--- src/rtl/bnn_conv3x3_multi.sv ---
// ---------------------------------------------------------------------------
// bnn_conv3x3_multi
//
// Multi-kernel binary 3x3 convolution engine. Streams square binary images
// (header word N followed by N row words) from the input SRAM. Each 3x3 window
// is XNOR-popcount compared against up to NUM_K kernels. The resulting output
// rows are written as packed words, kernel-interleaved (row r: kernel 0..K-1).
//
// Optional feature: define BNN_CONV_THRESH_EN to use per-kernel thresholds
// from weight word bits[12:9]. When it is undefined, every kernel uses a
// majority-vote threshold of 5.
//
// Parameters
//   MAX_DIM  largest image edge N (<=16)
//   NUM_K    number of kernels supported (1..8)
//   ADDR_W   SRAM address width
//
// Ports
//   clk, reset_b                 clock, asynchronous active-low reset
//   dut_run                      start request, sampled in IDLE only
//   dut_busy                     high while a job is in progress
//   dut_sram_read_address        input SRAM address (data one cycle later)
//   sram_dut_read_data           input SRAM data
//   dut_sram_write_address/_data/_enable   output row word write port
//   dut_wmem_read_address        weight SRAM address (data one cycle later)
//   wmem_dut_read_data           weight SRAM data
// ---------------------------------------------------------------------------
module bnn_conv3x3_multi #(
    parameter int MAX_DIM = 16,
    parameter int NUM_K   = 2,
    parameter int ADDR_W  = 12
) (
    input  logic              clk,
    input  logic              reset_b,
    input  logic              dut_run,
    output logic              dut_busy,
    output logic [ADDR_W-1:0] dut_sram_read_address,
    input  logic [15:0]       sram_dut_read_data,
    output logic [ADDR_W-1:0] dut_sram_write_address,
    output logic [15:0]       dut_sram_write_data,
    output logic              dut_sram_write_enable,
    output logic [ADDR_W-1:0] dut_wmem_read_address,
    input  logic [15:0]       wmem_dut_read_data
);

    typedef enum logic [2:0] {
        S_IDLE, S_LOAD_W, S_HDR, S_FILL, S_OUT, S_SHIFT, S_DONE
    } state_t;

    // Active kernel count from weight word 0: 0 means 1, large values clamp.
    function automatic logic [3:0] clamp_k(input logic [3:0] raw);
        if (raw == 4'd0)
            return 4'd1;
        else if (raw > 4'(NUM_K))
            return 4'(NUM_K);
        else
            return raw;
    endfunction

    function automatic logic [3:0] popcount9(input logic [8:0] v);
        logic [3:0] s;
        s = '0;
        for (int i = 0; i < 9; i++)
            s = s + 4'(v[i]);
        return s;
    endfunction

    state_t              r_state;
    state_t              w_next;

    logic                r_busy;
    logic [ADDR_W-1:0]   r_raddr;
    logic [ADDR_W-1:0]   r_waddr;
    logic [ADDR_W-1:0]   r_wa;
    logic [ADDR_W-1:0]   r_wr_cnt;
    logic [15:0]         r_wd;
    logic                r_we;
    logic [3:0]          r_k;
    logic [3:0]          r_widx;
    logic [1:0]          r_cnt;
    logic [4:0]          r_row;
    logic [4:0]          r_n;
    logic [3:0]          r_kidx;

    logic [MAX_DIM-1:0]  r_win0;
    logic [MAX_DIM-1:0]  r_win1;
    logic [MAX_DIM-1:0]  r_win2;
    logic [8:0]          r_wgt [NUM_K];

    logic                w_hdr_term;
    logic                w_last_k;
    logic                w_last_row;
    logic [8:0]          w_sel_w;
    logic [3:0]          w_thr;
    logic [15:0]         w_out_word;

    assign dut_busy               = r_busy;
    assign dut_sram_read_address  = r_raddr;
    assign dut_wmem_read_address  = r_waddr;
    assign dut_sram_write_address = r_wa;
    assign dut_sram_write_data    = r_wd;
    assign dut_sram_write_enable  = r_we;

    // The 00FF terminator is caught by the N>MAX_DIM test as well.
    assign w_hdr_term = (sram_dut_read_data < 16'd3) ||
                        (sram_dut_read_data > 16'(MAX_DIM));
    assign w_last_k   = (r_kidx == r_k - 4'd1);
    assign w_last_row = (r_row == r_n - 5'd3);

    // Kernel and threshold of the kernel being written this cycle.
    always_comb begin
        w_sel_w = r_wgt[0];
        for (int k = 1; k < NUM_K; k++)
            if (r_kidx == 4'(k))
                w_sel_w = r_wgt[k];
    end

`ifdef BNN_CONV_THRESH_EN
    logic [3:0] r_thr [NUM_K];
    logic       w_unused;
    assign w_unused = &{1'b0, wmem_dut_read_data[15:13]};

    always_comb begin
        w_thr = r_thr[0];
        for (int k = 1; k < NUM_K; k++)
            if (r_kidx == 4'(k))
                w_thr = r_thr[k];
    end

    always_ff @(posedge clk) begin
        for (int k = 0; k < NUM_K; k++)
            if (r_state == S_LOAD_W && r_widx == 4'(k + 1))
                r_thr[k] <= wmem_dut_read_data[12:9];
    end
`else
    logic w_unused;
    assign w_unused = &{1'b0, wmem_dut_read_data[15:9]};
    assign w_thr    = 4'd5;
`endif

    // One output bit per window position; positions past N-3 stay 0.
    always_comb begin
        w_out_word = '0;
        for (int j = 0; j < MAX_DIM - 2; j++) begin
            if (5'(j) + 5'd3 <= r_n)
                w_out_word[j] = (popcount9(~(w_sel_w ^ {r_win2[j +: 3],
                                                         r_win1[j +: 3],
                                                         r_win0[j +: 3]})) >= w_thr);
        end
    end

    always_ff @(posedge clk or negedge reset_b) begin
        if (!reset_b)
            r_state <= S_IDLE;
        else
            r_state <= w_next;
    end

    always_comb begin
        w_next = r_state;
        unique case (r_state)
            S_IDLE:   if (dut_run) w_next = S_LOAD_W;
            // r_k is only valid once word 0 has been captured (r_widx != 0).
            S_LOAD_W: if (r_widx != 4'd0 && r_widx == r_k) w_next = S_HDR;
            S_HDR:    w_next = w_hdr_term ? S_DONE : S_FILL;
            S_FILL:   if (r_cnt == 2'd3) w_next = S_OUT;
            S_OUT:    if (w_last_k) w_next = w_last_row ? S_HDR : S_SHIFT;
            S_SHIFT:  w_next = S_OUT;
            S_DONE:   w_next = S_IDLE;
            default:  w_next = S_IDLE;
        endcase
    end

    // Read addresses are kept one word ahead: the word a state consumes has
    // been on the address bus for at least one cycle before it is used.
    always_ff @(posedge clk or negedge reset_b) begin
        if (!reset_b) begin
            r_busy   <= 1'b0;
            r_raddr  <= '0;
            r_waddr  <= '0;
            r_wa     <= '0;
            r_wr_cnt <= '0;
            r_wd     <= '0;
            r_we     <= 1'b0;
            r_k      <= 4'd1;
            r_widx   <= '0;
            r_cnt    <= '0;
            r_row    <= '0;
            r_n      <= '0;
            r_kidx   <= '0;
        end else begin
            r_we <= 1'b0;
            unique case (r_state)
                S_IDLE: begin
                    r_raddr <= '0;
                    r_waddr <= '0;
                    if (dut_run) begin
                        r_busy   <= 1'b1;
                        r_waddr  <= ADDR_W'(1);
                        r_widx   <= '0;
                        r_wr_cnt <= '0;
                    end
                end
                S_LOAD_W: begin
                    r_widx  <= r_widx + 4'd1;
                    r_waddr <= r_waddr + 1'b1;
                    if (r_widx == 4'd0)
                        r_k <= clamp_k(wmem_dut_read_data[3:0]);
                end
                S_HDR: begin
                    r_n    <= sram_dut_read_data[4:0];
                    r_cnt  <= '0;
                    r_row  <= '0;
                    if (!w_hdr_term)
                        r_raddr <= r_raddr + 1'b1;
                end
                S_FILL: begin
                    // Cycle 0 only primes the read; cycles 1..3 consume rows.
                    r_cnt  <= r_cnt + 2'd1;
                    r_kidx <= '0;
                    if (r_cnt != 2'd3)
                        r_raddr <= r_raddr + 1'b1;
                end
                S_OUT: begin
                    r_we     <= 1'b1;
                    r_wa     <= r_wr_cnt;
                    r_wd     <= w_out_word;
                    r_wr_cnt <= r_wr_cnt + 1'b1;
                    r_kidx   <= w_last_k ? 4'd0 : r_kidx + 4'd1;
                    if (w_last_k && !w_last_row)
                        r_row <= r_row + 5'd1;
                end
                S_SHIFT: r_raddr <= r_raddr + 1'b1;
                S_DONE: begin
                    r_busy  <= 1'b0;
                    r_raddr <= '0;
                    r_waddr <= '0;
                end
                default: ;
            endcase
        end
    end

    // Window rows and kernel weights: datapath only, no reset needed.
    always_ff @(posedge clk) begin
        for (int k = 0; k < NUM_K; k++)
            if (r_state == S_LOAD_W && r_widx == 4'(k + 1))
                r_wgt[k] <= wmem_dut_read_data[8:0];
        if ((r_state == S_FILL && r_cnt != 2'd0) || r_state == S_SHIFT) begin
            r_win0 <= r_win1;
            r_win1 <= r_win2;
            r_win2 <= sram_dut_read_data[MAX_DIM-1:0];
        end
    end

endmodule

--- config.mk ---
export PLATFORM = sky130hd
export DESIGN_NAME = bnn_conv3x3_multi
export DESIGN_NICKNAME = d
export VERILOG_FILES = /design/src/rtl/bnn_conv3x3_multi.sv
export SDC_FILE = /design/constraint.sdc
export NUM_CORES = 1
export LEC_CHECK = 0
export BUFFER_PORTS_ARGS = -buffer_cell sky130_fd_sc_hd__buf_2
export CAP_MARGIN = 25
export CORE_MARGIN = 2
export CORE_UTILIZATION = 50
export CTS_CLUSTER_SIZE = 24
export DETAILED_ROUTE_END_ITERATION = 12
export GPL_ROUTABILITY_DRIVEN = 0
export PLACE_DENSITY = 0.69
export SLEW_MARGIN = 10
export SYNTH_ARGS = -nofsm -noshare
export SYNTH_HDL_FRONTEND = slang
export SYNTH_SLANG_ARGS = --single-unit
--- constraint.sdc ---
create_clock -name clk -period 8.5 [get_ports clk]
set_input_delay 0.425 -clock clk [delete_from_list [all_inputs] [get_ports clk]]
set_output_delay 0.425 -clock clk [all_outputs]
set_load 0.05 [all_outputs]
==> results by group <==
Timing
  – Total negative setup slack: 0 ns
  – Fin. Hold Viols: 0
  – Actual slew at the worst max-slew pin: roughly 1.0 ns
  – Slew Limit Fails: 0
  – # setup viols final: 0
  – RSZ-0062 raised after global routing: no
  – Clock Skews: 0.0106 ns
  – Max Fclk: 163 MHz
  – Final period demand of the worst path: 6.13 ns
  – Final Cycle Share: between 70 and 80%
  – Fin worst setup slack: roughly 2.4 ns
  – Slew margin rel.: 30.4%

Clock tree
  – CTS Root Cell: clkbuf_16
  – Worst-path clk slew: 0.07 ns
  – CTS tree: yes
  – Post-CTS Hold Fix Bufs: 1
  – Setup Fix Bufs, Post-CTS: 0
  – H-tree Lvls: 4
  – Worst-Skew Late Latency: 0.43 ns
  – Num CTS Buffers: 17
  – PostCTS Resize Cnt: 0
  – Clock Sinks: 157
  – CTS max path bufs: 2

Logic synthesis
  – Synthesized area: 10500 um2
  – YS warnings: 0
  – Synthesized instance count: 978
  – Avg Inst Size Synth: 10.8 um2
  – Synthesized flop and latch total: 157
  – Top FF cell, synth: dfrtp_1
  – Synth async-reset ratio: 58.0%
  – Share of the synthesized area in the top cell type: 21.4%
  – Top post-synthesis cells by area: dfrtp_1 (21%), edfxtp_1 (19%), fa_1 (13%)
  – Seq/Total Area, Yosys: 40.5%
  – Post-synth cell types: 64
  – EDFF count, synth: 66
  – Yosys top cell by area: dfrtp_1

Die
  – DIE AREA: ~22000 um2
  – I/O pins: 89
  – Die Y: around 150 um
  – Die X: 149 um
  – Core Rows: between 50 and 60
  – Starting density of the core: 50.5%
  – CORE AREA: ~21000 um2

Global routing
  – Grt peak-use layer: met2
  – Vias in the first global route: 7490
  – Met3 usage: roughly 4.5%
  – Total grt overflow: 0
  – Antenna violations before repair: 1
  – Routing usage on met1: between 20% and 30%
  – Grt met2 use: a little over a third
  – GRT Total Usage: 21.9%
  – Global-route wire length before repair: approximately 38000 um
  – Largest net degree at the start of global routing: 55

Layout
  – Reg area: 4260 um2
  – Synth-to-layout area growth: 12.3%
  – Post-layout util: 56.7%
  – Fill count: around 1800
  – Layout cells sized above 1: between 10% and 20%
  – Post-route cell area: 11800 um2
  – Area occupied by multi-input gates: 5730 um2
  – Total Nets Final: 1202

Critical path
  – CP Launch Type: flop
  – Crit Path Class: flop to flop
  – CP Capture Type: flop
  – Critical Path AT: between 6 and 7 ns
  – CP required: 8.79 ns
  – CP max FO: 8
  – Worst reg-to-reg path cell count: 19
  – Reg2Reg Setup Slack: ~2.4 ns

Routing
  – Drt drc: 0
  – Initial drt markers: roughly 350
  – Routed Wire Length: 22600 um
  – 1st-pass router iterations: 4
  – Vias per cell: 5.43
  – Routed Antenna Nets: 0
  – Via count: 7291
  – Routed len/inst: between 15 and 20 um

Outcome
  – Outcome: complete, no violations

Min path
  – Min-Delay Path Class: input pin to flop
  – Hold path depth: 1

Placement
  – Worst slack, placed: 2.33 ns
  – DP Wirelength: 15900 um
  – Port bufs: 79
  – Dpl cell area: 11300 um2

Run
  – Max-cap violations: 0
-- per-layer routing --
metal	wire length (um)	up-vias
met2	11100	157
met1	10100	3669
met4	446	0
met5	0	-
li1	-	3434
met3	1010	31
-- layout by cell type, fill, tap and decap left out, drive strengths merged, types with 3 or more instances in the layout --
cell and instances:
ha 44, o31a 3, nor3 8, o21ai 49
clkinv 3, and3 8, dfrtp 90, xor2 91
and4 3, o31ai 8, nand2b 4, nand3 29
fa 70, nor2b 10, o211ai 4, or4 6
nand2 97, a221oi 7, nor4 7, nand4 5
or3 7, a21o 7, nor2 24, a211oi 7
mux2i 18, edfxtp 66, and2 4, xnor2 65
buf 94, a21oi 40, inv 114, mux2 5
clkinvlp 3, o21a 9, a31oi 4, clkbuf 18
o22ai 7, a22o 4
-- cells by family (layout without fill, tap and decap cells) --
| logic type | count (synthesis) | count (layout) | synth area share (%) |
|---|---|---|---|
| AND/OR/NAND/NOR | 217 | 217 | 10.1 |
| AO/OA/AOI/OAI | 163 | 163 | 9.87 |
| XOR/XNOR | 157 | 157 | 13.2 |
| flip-flops | 157 | 157 | 40.5 |
| buffers and inverters | 146 | 233 | 5.51 |
| adder cells (fa/ha/maj) | 114 | 114 | 18.6 |
| multiplexers | 23 | 23 | 2.25 |
| other | 1 | 3 | 0.0357 |
-- cells in the mapped netlist (10+ instances only) --
cell type and number:
buf_2 13, fa_1 70, edfxtp_1 66, ha_1 44
inv_1 105, clkbuf_1 22, nor2_1 24, mux2i_1 18
nand3_1 29, a21oi_1 40, dfrtp_1 90, o21ai_0 48
xor2_1 91, xnor2_1 65, nor2b_1 10, nand2_1 97
-- path summary, 6_finish.rpt --
kind,from,endpoint
max,r_kidx[1],dut_sram_write_data[4]
min,wmem_dut_read_data[4],r_wgt[0][13]
max reg2reg,r_kidx[1],dut_sram_write_data[4]
min reg2reg,dut_wmem_read_address[11],dut_wmem_read_address[11]
max in group asynchronous,reset_b,dut_sram_write_data[12]
min in group asynchronous,reset_b,dut_sram_write_data[10]
-- through the flow --
| stage | hold WS (ns) | std cells |
|---|---|---|
| after floorplan | 0.129 | 979 |
| after global placement | 0.449 | 1307 |
| after detailed placement | 0.453 | 1308 |
| after CTS | 0.158 | 1341 |
| after global routing | 0.154 | 1341 |
| final | 0.175 | 1342 |
-- area by class of cell --
cell class	instances	share of cell area, %
multi-input cells	676	48.5
well taps	275	2.91
clock inverters	14	1.05
clock buffers	18	3.63
diodes	1	0.0212
flip-flops and latches	157	36.1
repair buffers	95	4.44
inverters	106	3.37
-- worst max-delay path, stage by stage (launching register included) --
cell	delay (ns)
dfrtp_1	0.44
inv_1	0.08
ha_1	0.12
nor3b_2	0.62
buf_6	0.23
mux2i_2	0.65
buf_4	0.33
xor2_1	0.11
fa_1	0.55
inv_1	0.06
fa_1	0.53
inv_1	0.05
fa_1	0.53
inv_1	0.06
fa_1	0.45
fa_1	0.49
nand2_1	0.06
a221o_1	0.31
a22oi_1	0.21
o31ai_1	0.10
-- flip-flops by register name, indices dropped and copies added, names as in the netlist, 2 cells and up --
| name | count |
|---|---|
| r_win2 | 16 |
| r_n | 5 |
| r_win1 | 16 |
| r_state | 3 |
| dut_sram_read_address | 12 |
| r_widx | 4 |
| dut_sram_write_data | 14 |
| r_win0 | 16 |
| r_kidx | 4 |
| r_wr_cnt | 12 |
| r_row | 5 |
| dut_sram_write_address | 12 |
| r_k | 4 |
| r_wgt | 18 |
| dut_wmem_read_address | 12 |
| r_cnt | 2 |
Power is not shown: default switching activity piles up to over one toggle a cycle in this logic, so the estimate is an artifact.
